===== config.mk =====
export PLATFORM = sky130hd
export DESIGN_NAME = product_accumulate_module
export DESIGN_NICKNAME = d
export VERILOG_FILES = /design/src/rtl/product_accumulate_module.sv
export SDC_FILE = /design/constraint.sdc
export NUM_CORES = 1
export LEC_CHECK = 0
export ABC_CLOCK_PERIOD_IN_PS = 4560
export CAP_MARGIN = 20
export CORE_ASPECT_RATIO = 1.1
export CORE_MARGIN = 2
export CORE_UTILIZATION = 35
export CTS_CLUSTER_DIAMETER = 200
export CTS_CLUSTER_SIZE = 24
export DETAILED_ROUTE_END_ITERATION = 8
export SLEW_MARGIN = 15
export SYNTH_ARGS = -nofsm -noshare
export SYNTH_HDL_FRONTEND = slang
export SYNTH_SLANG_ARGS = --single-unit
export TNS_END_PERCENT = 50

===== constraint.sdc =====
create_clock -name CLK -period 4.56 [get_ports CLK]
set_input_delay 0.912 -clock CLK [delete_from_list [all_inputs] [get_ports CLK]]
set_output_delay 0.912 -clock CLK [all_outputs]
set_load 0.02 [all_outputs]

===== src/rtl/product_accumulate_module.sv =====
// Sums N_SAMPLES consecutive signed products into a saturating accumulator and
// presents each batch sum with a done/acknowledge handshake.
module product_accumulate_module #(
    parameter int N_SAMPLES = 8,
    parameter int ACC_W     = 20
) (
    input  logic                    CLK,
    input  logic                    RSTn,
    input  logic                    Clear_Sig,
    input  logic signed [15:0]      Product,
    input  logic                    Product_Valid,
    input  logic                    Ack_Sig,
    output logic signed [ACC_W-1:0] Sum,
    output logic                    Done_Sig,
    output logic                    Sat_Sig,
    output logic                    Overrun_Sig,
    output logic [7:0]              Count,
    output logic                    dbg_state
);

    // Handshake: Product is consumed on every rising edge with Product_Valid=1,
    // except in DONE without Ack_Sig, where it is dropped and flagged as overrun.
    // Sum/Sat_Sig are held stable while Done_Sig=1; Ack_Sig=1 releases them.
    typedef enum logic {
        ST_ACCUM = 1'b0,
        ST_DONE  = 1'b1
    } state_t;

    localparam logic signed [ACC_W-1:0] ACC_MAX = {1'b0, {(ACC_W-1){1'b1}}};
    localparam logic signed [ACC_W-1:0] ACC_MIN = {1'b1, {(ACC_W-1){1'b0}}};
    localparam logic [7:0]              LAST_CNT = 8'(N_SAMPLES - 1);

    state_t                  state_q, state_d;
    logic signed [ACC_W-1:0] acc_q, acc_d;
    logic [7:0]              cnt_q, cnt_d;
    logic                    sat_run_q, sat_run_d;
    logic signed [ACC_W-1:0] sum_q, sum_d;
    logic                    sat_q, sat_d;
    logic                    ovr_q, ovr_d;

    logic signed [ACC_W-1:0] prod_ext;
    logic signed [ACC_W:0]   sum_wide;
    logic signed [ACC_W-1:0] sum_clamped;
    logic                    clamp;

    // One extra bit of headroom: overflow shows up as the top two bits differing.
    always_comb begin
        prod_ext    = {{(ACC_W-16){Product[15]}}, Product};
        sum_wide    = {acc_q[ACC_W-1], acc_q} + {prod_ext[ACC_W-1], prod_ext};
        clamp       = sum_wide[ACC_W] != sum_wide[ACC_W-1];
        sum_clamped = sum_wide[ACC_W-1:0];
        if (clamp) begin
            sum_clamped = sum_wide[ACC_W] ? ACC_MIN : ACC_MAX;
        end
    end

    always_comb begin
        state_d   = state_q;
        acc_d     = acc_q;
        cnt_d     = cnt_q;
        sat_run_d = sat_run_q;
        sum_d     = sum_q;
        sat_d     = sat_q;
        ovr_d     = ovr_q;

        if (Clear_Sig) begin
            state_d   = ST_ACCUM;
            acc_d     = '0;
            cnt_d     = '0;
            sat_run_d = 1'b0;
            sum_d     = '0;
            sat_d     = 1'b0;
            ovr_d     = 1'b0;
        end else begin
            case (state_q)
                ST_ACCUM: begin
                    if (Product_Valid) begin
                        if (cnt_q == LAST_CNT) begin
                            sum_d     = sum_clamped;
                            sat_d     = sat_run_q | clamp;
                            acc_d     = '0;
                            cnt_d     = '0;
                            sat_run_d = 1'b0;
                            state_d   = ST_DONE;
                        end else begin
                            acc_d     = sum_clamped;
                            cnt_d     = cnt_q + 8'd1;
                            sat_run_d = sat_run_q | clamp;
                        end
                    end
                end
                ST_DONE: begin
                    if (Ack_Sig) begin
                        state_d = ST_ACCUM;
                        // A product on the acknowledging edge opens the next batch.
                        if (Product_Valid) begin
                            acc_d = prod_ext;
                            cnt_d = 8'd1;
                        end
                    end else if (Product_Valid) begin
                        ovr_d = 1'b1;
                    end
                end
                default: state_d = ST_ACCUM;
            endcase
        end
    end

    always_ff @(posedge CLK or negedge RSTn) begin
        if (!RSTn) begin
            state_q   <= ST_ACCUM;
            acc_q     <= '0;
            cnt_q     <= '0;
            sat_run_q <= 1'b0;
            sum_q     <= '0;
            sat_q     <= 1'b0;
            ovr_q     <= 1'b0;
        end else begin
            state_q   <= state_d;
            acc_q     <= acc_d;
            cnt_q     <= cnt_d;
            sat_run_q <= sat_run_d;
            sum_q     <= sum_d;
            sat_q     <= sat_d;
            ovr_q     <= ovr_d;
        end
    end

    assign Sum         = sum_q;
    assign Done_Sig    = (state_q == ST_DONE);
    assign Sat_Sig     = sat_q;
    assign Overrun_Sig = ovr_q;
    assign Count       = cnt_q;
    assign dbg_state   = state_q;

endmodule


==> results by group, run 1 <==
Synthesis
  – Synthesized cell area: 3540 µm²
  – Yosys warning count: 0
  – Number of synthesized flops with an enable pin: 0
  – Top-area cell type share of the netlist area: 0.368
  – FF+latch count, synth: 52
  – Syn Nets: 461
  – Sequential-to-total area share from yosys stat: 0.368
  – Syn avg cell area: 8.46 µm²
  – Cell taking the most area after synthesis: dfrtp_1
  – Synth top area cells: dfrtp_1 37%, ha_1 7.4%, a21oi_1 6.4%
  – Ys flop type: dfrtp_1
  – Cell count after synthesis: 418
  – Distinct cells, synth: 56
  – Ys async rst share: 1.00

GRT
  – GRT met1 Usage: 0.257
  – Initial antenna violation count: 0
  – Largest net degree at the start of global routing: 53
  – First-pass GRT wire length: 16.2 mm
  – Total GRT Usage: 0.188
  – Routing usage on met2: 0.321
  – Met3 Usage GRT: 0.0229
  – Overflow after GRT: 0
  – GRT busiest layer: met2
  – Vias in the first global route: 3,149

Final layout
  – Multi-input gate area: 2110 µm²
  – # fillers: 966
  – FF/Latch Area: 1300 µm²
  – Number of diodes: 0
  – Layout area overhead: 21.3%
  – Final core occ: 0.436
  – Nets: 509
  – Layout cells sized above 1: 0.0685

Worst setup path
  – Startpoint Class: input pin
  – Arrival time at the worst endpoint: 4.35 ns
  – Critical path peak fanout: 14
  – WS Path Type: in -> reg
  – R2r setup slk: 1.06 ns
  – CP required: 4.76 ns
  – Critical Path End Type: flop

Place
  – PortBufs: 52
  – Worst slack at placement: 0.138 ns
  – Placer Congestion: 0.907
  – Final HPWL DP: 7.27 mm

Timing
  – Unrepaired setup endpoints after global routing: false
  – Tcrit/Tclk final: 0.911
  – Setup WS post-layout: 0.406 ns
  – Worst-margin pin slew: 0.840 ns
  – Final setup TNS: 0 ns
  – Max Slew Vio Count: 0
  – Rel. slew slack: 0.440
  – Final setup violation count: 0
  – Final count of hold timing violations: 0
  – F_max: 0.241 GHz
  – Clock Skew: 0.00852 ns
  – Crit path time final: 4.15 ns

Pwr
  – Comb pwr share: 0.573
  – Switching Fraction: 0.444
  – Worst VDD drop: 0.236 mV
  – Power Density: 503 nW/µm²
  – Leakage: 1.85 nW
  – Total power: 2.16 mW
  – Clk network pwr share: 0.154
  – Sequential share of power: 0.273
  – Sw Pwr: 0.957 mW
  – Int Pwr: 1.20 mW

Clock tree
  – Post-CTS Setup Bufs: 0
  – Depth of the CTS H-tree: 2
  – Cts repair resizes: 0
  – Clock-pin slew on the worst setup and hold paths: 0.10 ns
  – Hold buffers post-CTS: 0
  – CTS tree: done
  – Inserted Clock Buffers: 5
  – Clk_lat worst skew: 0.31 ns
  – Clock sinks: 52
  – Max Buffers Root-to-Sink: 2
  – Clk root buf: clkbuf_8

Status
  – Status: finished clean

Job
  – Max Cap Viol: 0

Routing
  – # DRC: 0
  – Routed wire length: 9.89 mm
  – Starting DRT DRC Count: 191
  – Vias: 3,342
  – DR pass1 iterations: 4
  – Average wire per standard cell: 16.9 µm
  – ANT nets after route: 0
  – Vias per cell: 5.69

Worst hold path
  – HP Class: reg -> reg

Floorplan
  – Die Area: 10,900 µm²
  – Row cnt: 38
  – Initial core utilization: 0.359
  – DIE WIDTH: 99.9 µm
  – Die Span Y: 109 µm
  – Core region area: 9840 µm²
  – IO Count: 53
worst paths after layout:
check                            from   endpoint  depth (start not counted)
setup / recovery           Product[0]  acc_q[10]                         11
hold / removal                Sum[14]    Sum[14]                          2
setup reg to reg             acc_q[0]  acc_q[10]                         10
hold reg to reg               Sum[14]    Sum[14]                          2
max in group asynchronous        RSTn    Sum[10]                          2
min in group asynchronous        RSTn    Sum[13]                          2
through the flow:
| stage | std cells | hold slack [ns] | instance area (µm²) |
|---|---|---|---|
| 3_3_place_gp | 579 | 0.468 | 4180 |
| 5_1_grt | 587 | 0.519 | 4290 |
| 2_1_floorplan | 418 | 0.454 | 3540 |
| 4_1_cts | 587 | 0.499 | 4290 |
| 6_report | 587 | 0.489 | 4290 |
| 3_5_place_dp | 579 | 0.474 | 4180 |
layer usage:
| layer | share of wire | up-vias |
|---|---|---|
| met5 | 0 | - |
| met4 | 0.0099 | 0 |
| met3 | 0.046 | 8 |
| met2 | 0.49 | 96 |
| met1 | 0.46 | 1612 |
| li1 | - | 1626 |
placed cells by master (no fill, tap or decap), drive strengths merged, types with 2 or more instances in the layout:
| cell | count |
|---|---|
| a31oi | 4 |
| a211oi | 4 |
| ha | 21 |
| dfrtp | 52 |
| nand3b | 2 |
| clkdlybuf4s50 | 51 |
| xnor2 | 13 |
| nor3b | 2 |
| o2111ai | 2 |
| a22o | 10 |
| nor3 | 10 |
| buf | 9 |
| nand2 | 44 |
| nand3 | 14 |
| a21oi | 46 |
| o211ai | 5 |
| xor2 | 4 |
| o31ai | 6 |
| or3 | 3 |
| a2111oi | 2 |
| inv | 13 |
| nor2b | 2 |
| clkbuf | 6 |
| or2 | 2 |
| a221o | 4 |
| a21o | 3 |
| and3 | 17 |
| o21ai | 55 |
| o22ai | 4 |
| nor2 | 39 |
| o31a | 2 |
area by class of cell:
cell class                 instances  share of cell area
multi-input combinational        335               0.491
sequential                        52               0.303
timing repair buffer              60               0.134
tap                              120              0.0350
clock buffer                       6              0.0169
inverter                          12              0.0105
clock inverter                     2             0.00904
state kept, by name (all words and copies together), names as in the netlist:
signal	count
Count	8
Done_Sig	1
Overrun_Sig	1
Sat_Sig	1
Sum	20
acc_q	20
sat_run_q	1
logic make-up after synthesis:
kind of cell | count (synthesis) | synth area share
adders and majority gates | 22 | 0.0799
AOI/OAI and AO/OA | 157 | 0.289
and+or+nand+nor | 139 | 0.182
xor gates and xnor gates | 17 | 0.0421
buffers and inverters | 31 | 0.0389
DFF | 52 | 0.368
critical path: stages:
cell and delay, ns:
clkdlybuf4s50_1 0.43, ha_1 0.23, fa_1 0.42, a21oi_2 0.22
o2111ai_2 0.20, a2111oi_2 0.52, o31a_2 0.26, o21bai_2 0.18
a211o_1 0.42, nand3b_1 0.21, a221o_1 0.34
synthesized netlist by cell type, types with 4 or more instances:
| master | count |
|---|---|
| dfrtp_1 | 52 |
| a21oi_1 | 45 |
| nand2_1 | 44 |
| o21ai_0 | 38 |
| nor2_1 | 37 |
| ha_1 | 21 |
| and3_1 | 17 |
| o21ai_1 | 17 |
| clkbuf_1 | 14 |
| nand3_1 | 14 |
| xnor2_1 | 13 |
| inv_1 | 12 |
| a22o_1 | 10 |
| nor3_1 | 10 |
| o31ai_1 | 6 |
| a221o_1 | 4 |
| a31oi_1 | 4 |
| o22ai_1 | 4 |
| xor2_1 | 4 |
power groups by stage:
stage | Combinational [mW] | Clock, mW | Sequential [mW]
4_1_cts | 1.23 | 0.341 | 0.590
5_1_grt | 1.38 | 0.359 | 0.599
2_1_floorplan | 0.947 | 0 | 0.585
6_report | 1.24 | 0.332 | 0.588
3_5_place_dp | 1.22 | 0 | 0.599
3_3_place_gp | 1.21 | 0 | 0.596
No activity file was read; power rests on OpenSTA's default activity.
==> run 2: changes to the inputs <==
--- a/config.mk
+++ b/config.mk
@@ -6,13 +6,13 @@
 export NUM_CORES = 1
 export LEC_CHECK = 0
 export ABC_CLOCK_PERIOD_IN_PS = 4560
-export CAP_MARGIN = 20
 export CORE_ASPECT_RATIO = 1.1
 export CORE_MARGIN = 2
 export CORE_UTILIZATION = 35
 export CTS_CLUSTER_DIAMETER = 200
 export CTS_CLUSTER_SIZE = 24
 export DETAILED_ROUTE_END_ITERATION = 8
+export REMOVE_ABC_BUFFERS = 1
 export SLEW_MARGIN = 15
 export SYNTH_ARGS = -nofsm -noshare
 export SYNTH_HDL_FRONTEND = slang
==> results by group, run 2 (synthesis gave the netlist of run 1 again) <==
Routing
  – Average wire per standard cell: 16.9 µm (+0.35%)
  – Top Layer Used: met4
  – Routed length on met1: 4.66 mm (+3.6%)
  – DR pass1 iterations: 4 (unchanged)
  – ANT nets after route: 0 (unchanged)
  – Met3 WL: 464 µm (+2.7%)
  – Vias: 3,376 (+1.0%)
  – # DRC: 0 (unchanged)
  – Vias per cell: 5.72 (+0.50%)
  – WL met2: 4.64 mm (-4.2%)
  – Starting DRT DRC Count: 204 (+6.8%)
  – Routed wire length: 9.98 mm (+0.86%)

Worst setup path
  – Startpoint Class: input pin
  – Max incr delay on CP: 0.55 ns (+0.03 ns)
  – Arrival time at the worst endpoint: 4.30 ns (-0.05 ns)
  – Critical path peak fanout: 10 (-4)
  – Critical Path End Type: flop
  – CP max stage cell: a2111oi_2
  – WS Path Type: in -> reg
  – Crit path launch: Product[0]
  – Worst path cell trace: clkdlybuf4s50_1, ha_1, fa_1, a21oi_2, o2111ai_2, a2111oi_2, o31a_2, o21bai_2, a211o_1, buf_4, a21oi_1, o21ai_0
  – Worst r2r src: acc_q[0]
  – CP required: 4.73 ns (-0.03 ns)

GRT
  – Vias in the first global route: 3,301 (+4.8%)
  – First-pass GRT wire length: 16.9 mm (+4.2%)
  – Initial antenna violation count: 0 (unchanged)
  – Total GRT Usage: 0.194 (+0.00601)
  – Overflow after GRT: 0 (unchanged)
  – Largest net degree at the start of global routing: 53 (unchanged)

Final layout
  – # fillers: 972 (+0.62%)
  – Nets: 512 (+0.59%)
  – FF/Latch Area: 1300 µm² (unchanged)
  – Layout cells sized above 1: 0.0745 (+0.00595)
  – Number of diodes: 0 (unchanged)
  – Multi-input gate area: 2110 µm² (unchanged)
  – Final Instance Count excl. Fillers: 590 (+0.51%)
  – Most frequent cells in the layout: 52 x dfrtp_1, 51 x clkdlybuf4s50_1, 44 x nand2_1, 44 x a21oi_1, 38 x o21ai_0
  – Layout area overhead: 21.5%
  – Most common cell after layout, fill and taps aside: dfrtp_1

Clock tree
  – Clk root buf: clkbuf_8
  – Hold buffers post-CTS: 0 (unchanged)
  – Inserted Clock Buffers: 5 (unchanged)
  – Max Buffers Root-to-Sink: 2 (unchanged)
  – CTS tree: done
  – Clk_lat worst skew: 0.31 ns (about the same)
  – Depth of the CTS H-tree: 2 (unchanged)
  – Clock sinks: 52 (unchanged)
  – Post-CTS Setup Bufs: 0 (unchanged)
  – Clock-pin slew on the worst setup and hold paths: 0.09 ns (about the same)
  – Cts repair resizes: 0 (unchanged)

Timing
  – Unrepaired setup endpoints after global routing: false
  – Final setup TNS: 0 ns (unchanged)
  – Final count of hold timing violations: 0 (unchanged)
  – WHS: 0.491 ns (+0.00289 ns)
  – Crit path time final: 4.14 ns (-0.0169 ns)
  – Max Slew Vio Count: 0 (unchanged)
  – Tcrit/Tclk final: 0.907 (-0.00371)
  – Final setup violation count: 0 (unchanged)
  – Clock Skew: 0.00796 ns (-0.000560 ns)
  – F_max: 0.242 GHz (+0.41%)
  – Worst-margin pin slew: 0.901 ns (+0.0607 ns)
  – Rel. slew slack: 0.395 (-0.0451)

Floorplan
  – IO Count: 53 (unchanged)
  – Die Area: 10,900 µm² (unchanged)
  – Die Span Y: 109 µm (unchanged)
  – DIE WIDTH: 99.9 µm (unchanged)
  – Row cnt: 38 (unchanged)
  – Initial core utilization: 0.359 (unchanged)
  – Core region area: 9840 µm² (unchanged)

Status
  – Status: finished clean

Place
  – Placer Congestion: 0.937 (+3.4%)
  – PortBufs: 52 (unchanged)
  – Final HPWL DP: 7.25 mm (-0.29%)
  – Placed cell count: 582 (+0.52%)

Pwr
  – Power Density: 497 nW/µm² (-1.0%)
  – Worst VDD drop: 0.182 mV (-23%)
  – Leakage: 1.85 nW (+0.20%)
  – Total power: 2.14 mW (-0.93%)

Worst hold path
  – HP Class: reg -> reg
  – Worst hold start: Sum[4]

Job
  – Max Cap Viol: 0 (unchanged)
==> run 2: worst max-delay path, delay by kind of cell <==
kind | cells | cell delay (ns)
compound gates | 8 | 2.09
fa+ha+maj | 2 | 0.66
buf+inv | 2 | 0.64
==> run 2: area by class of cell <==
class / count / area share
Multi-Input combinational cell: 335 / 0.491
Sequential cell: 52 / 0.303
Timing Repair Buffer: 63 / 0.139
Tap cell: 120 / 0.0349
Clock buffer: 7 / 0.0201
Inverter: 12 / 0.0105
Clock inverter: 1 / 0.00175
==> run 2: final timing paths <==
kind	endpoint	slack, ns	cells past startpoint
setup / recovery	acc_q[6]	0.42	12
hold / removal	Sum[4]	0.49	2
setup reg to reg	acc_q[6]	1.08	11
hold reg to reg	Sum[4]	0.49	2
max in group asynchronous	acc_q[13]	3.39	2
min in group asynchronous	Sum[0]	0.72	2
==> run 2: stage by stage <==
stage          utilization  cell area, µm²  worst slack (ns)
2_1_floorplan            -            3440             0.809
3_3_place_gp         0.427            4200             0.233
3_5_place_dp         0.427            4200             0.134
4_1_cts              0.437            4300             0.481
5_1_grt              0.437            4300             0.304
6_report             0.437            4300             0.423
==> run 2: per-layer routing <==
| metal | global-route usage | vias to the layer above |
|---|---|---|
| li1 | - | 1633 |
| met1 | 0.267 | 1638 |
| met2 | 0.319 | 89 |
| met3 | 0.0229 | 16 |
| met4 | 0.0636 | 0 |
| met5 | 0 | - |
==> run 2: power by group <==
part	internal, mW	switching, mW	total [mW]
logic	0.512	0.742	1.25
clock network	0.124	0.165	0.289
registers	0.538	0.0551	0.593
total	1.17	0.963	2.14
==> run 3: changes to the inputs <==
--- a/config.mk
+++ b/config.mk
@@ -12,6 +12,7 @@
 export CTS_CLUSTER_DIAMETER = 200
 export CTS_CLUSTER_SIZE = 24
 export DETAILED_ROUTE_END_ITERATION = 8
+export RECOVER_POWER = 100
 export REMOVE_ABC_BUFFERS = 1
 export SLEW_MARGIN = 15
 export SYNTH_ARGS = -nofsm -noshare
==> results by group, run 3 (synthesis gave the netlist of run 1 again) <==
Worst setup path
  – WS Path Type: in -> reg
  – Arrival time at the worst endpoint: 4.45 ns (+0.15 ns)
  – Crit path launch: Product[0]
  – CP required: 4.73 ns (about the same)
  – Critical path peak fanout: 10 (unchanged)
  – Worst r2r src: acc_q[0]
  – Startpoint Class: input pin
  – Critical Path End Type: flop
  – FF-to-FF path depth: 11 (unchanged)

GRT
  – GRT met1 Usage: 0.267 (unchanged)
  – First-pass GRT wire length: 16.9 mm (unchanged)
  – Total GRT Usage: 0.194 (unchanged)
  – Met3 Usage GRT: 0.0229 (unchanged)
  – Overflow after GRT: 0 (unchanged)
  – Vias in the first global route: 3,301 (unchanged)
  – Routing usage on met2: 0.319 (unchanged)
  – GRT busiest layer: met2
  – Initial antenna violation count: 0 (unchanged)
  – Largest net degree at the start of global routing: 53 (unchanged)

Clock tree
  – CTS tree: done
  – Depth of the CTS H-tree: 2 (unchanged)
  – Clk root buf: clkbuf_8
  – Hold buffers post-CTS: 0 (unchanged)
  – Cts repair resizes: 0 (unchanged)
  – Inserted Clock Buffers: 5 (unchanged)
  – Clock-pin slew on the worst setup and hold paths: 0.10 ns (about the same)
  – Clock sinks: 52 (unchanged)
  – Post-CTS Setup Bufs: 0 (unchanged)
  – Max Buffers Root-to-Sink: 2 (unchanged)
  – Clk_lat worst skew: 0.31 ns (about the same)

Timing
  – Setup WS post-layout: 0.280 ns (-0.143 ns)
  – Tcrit/Tclk final: 0.939 (+0.0314)
  – Unrepaired setup endpoints after global routing: false
  – F_max: 0.234 GHz (-3.3%)
  – WHS: 0.484 ns (-0.00736 ns)
  – Final setup violation count: 0 (unchanged)
  – Worst-margin pin slew: 2.90 ns (+2.00 ns)
  – Final setup TNS: 0 ns (unchanged)
  – Max Slew Vio Count: 53 (+53)
  – Final count of hold timing violations: 0 (unchanged)
  – Clock Skew: 0.00684 ns (-0.00112 ns)
  – Crit path time final: 4.28 ns (+0.143 ns)
  – Rel. slew slack: -0.935 (-1.33)

Routing
  – Average wire per standard cell: 16.8 µm (-0.37%)
  – Starting DRT DRC Count: 204 (unchanged)
  – Vias per cell: 5.70 (-0.44%)
  – ANT nets after route: 0 (unchanged)
  – DR pass1 iterations: 4 (unchanged)
  – # DRC: 0 (unchanged)
  – Vias: 3,361 (-0.44%)
  – Routed wire length: 9.94 mm (-0.37%)

Pwr
  – Leakage: 1.93 nW (+4.4%)
  – Switching Fraction: 0.452 (+0.00196)
  – Int Pwr: 1.15 mW (-2.2%)
  – Worst VDD drop: 0.192 mV (+5.5%)
  – Power Density: 493 nW/µm² (-0.85%)
  – Comb pwr share: 0.579 (-0.008)
  – Sequential share of power: 0.283 (+0.005)
  – Clk network pwr share: 0.138 (+0.003)
  – Sw Pwr: 0.948 mW (-1.5%)

Floorplan
  – Initial core utilization: 0.359 (unchanged)
  – IO Count: 53 (unchanged)
  – Row cnt: 38 (unchanged)
  – DIE WIDTH: 99.9 µm (unchanged)
  – Core region area: 9840 µm² (unchanged)
  – Die Span Y: 109 µm (unchanged)
  – Die Area: 10,900 µm² (unchanged)

Final layout
  – Layout cells sized above 1: 0.0511 (-0.0234)
  – Final Instance Count excl. Fillers: 590 (unchanged)
  – Layout area overhead: 20.2%
  – # fillers: 989 (+1.7%)
  – Most common cell after layout, fill and taps aside: dfrtp_1
  – Number of diodes: 0 (unchanged)
  – Most frequent cells in the layout: 52 x dfrtp_1, 49 x o21ai_0, 46 x a21oi_1
  – Nets: 512 (unchanged)

Job
  – Max Cap Viol: 1 (+1)

Worst hold path
  – HP Class: reg -> reg
  – Hold Path Depth: 2 (unchanged)
  – Worst hold start: Sum[14]

Status
  – Failing checks: max-capacitance violations, max-slew violations
  – Status: finished, violations left

Place
  – Final HPWL DP: 7.25 mm (unchanged)
  – PortBufs: 52 (unchanged)
  – Placed cell count: 582 (unchanged)
  – Worst slack at placement: 0.134 ns (unchanged)
  – Placer Congestion: 0.937 (unchanged)
==> run 3: changes by cell type in the layout (fill, tap and decap cells not counted) <==
cell | previous run | this run
clkdlybuf4s50_1 | 51 | 18
dlygate4sd3_1 | 0 | 33
o21ai_0 | 38 | 49
o21ai_1 | 17 | 6
buf_4 | 11 | 4
clkbuf_1 | 1 | 8
a21oi_1 | 44 | 46
a21oi_2 | 2 | 0
a211oi_1 | 3 | 4
a211oi_2 | 1 | 0
o2111ai_1 | 1 | 2
o2111ai_2 | 1 | 0
==> run 3: metal layers <==
| metal | vias to the layer above | part of all wire |
|---|---|---|
| met5 | - | 0 |
| met4 | 0 | 0.019 |
| met3 | 12 | 0.051 |
| met2 | 87 | 0.47 |
| met1 | 1629 | 0.46 |
| li1 | 1633 | - |
==> run 3: final timing paths <==
kind,end,slack (ns)
setup / recovery,acc_q[6],0.28
max in group asynchronous,acc_q[13],1.30
hold reg to reg,Sum[14],0.48
hold / removal,Sum[14],0.48
min in group asynchronous,Sum[0],1.63
setup reg to reg,acc_q[6],0.94
==> run 3: power by group through the flow <==
stage / logic [mW] / registers [mW] / clock network (mW)
global placement: 1.23 / 0.599 / 0
floorplan: 0.918 / 0.585 / 0
CTS: 1.24 / 0.593 / 0.296
detailed placement: 1.24 / 0.600 / 0
finish: 1.21 / 0.593 / 0.289
global route: 1.36 / 0.603 / 0.317
==> run 3: critical path: stages <==
cell             delay (ns)
clkdlybuf4s50_1        0.44
ha_1                   0.24
fa_1                   0.41
a21oi_1                0.25
o2111ai_1              0.24
a2111oi_2              0.54
o31a_2                 0.25
o21bai_2               0.14
a211o_1                0.42
clkbuf_1               0.23
a21oi_1                0.25
o21ai_0                0.11
==> run 3: stage by stage <==
stage	util	area [µm²]	power, mW
2_1_floorplan	-	3440	1.50
3_3_place_gp	0.427	4200	1.82
6_report	0.432	4250	2.10
3_5_place_dp	0.427	4200	1.84
4_1_cts	0.437	4300	2.13
5_1_grt	0.432	4250	2.28
==> run 3: layout make-up <==
cell class	instances	area, µm²	area share
Timing Repair Buffer	63	572	0.134
Tap cell	120	150	0.0353
Multi-Input combinational cell	335	2090	0.491
Inverter	12	45.0	0.0106
Clock buffer	7	86.3	0.0203
Sequential cell	52	1300	0.306
Clock inverter	1	7.51	0.00177
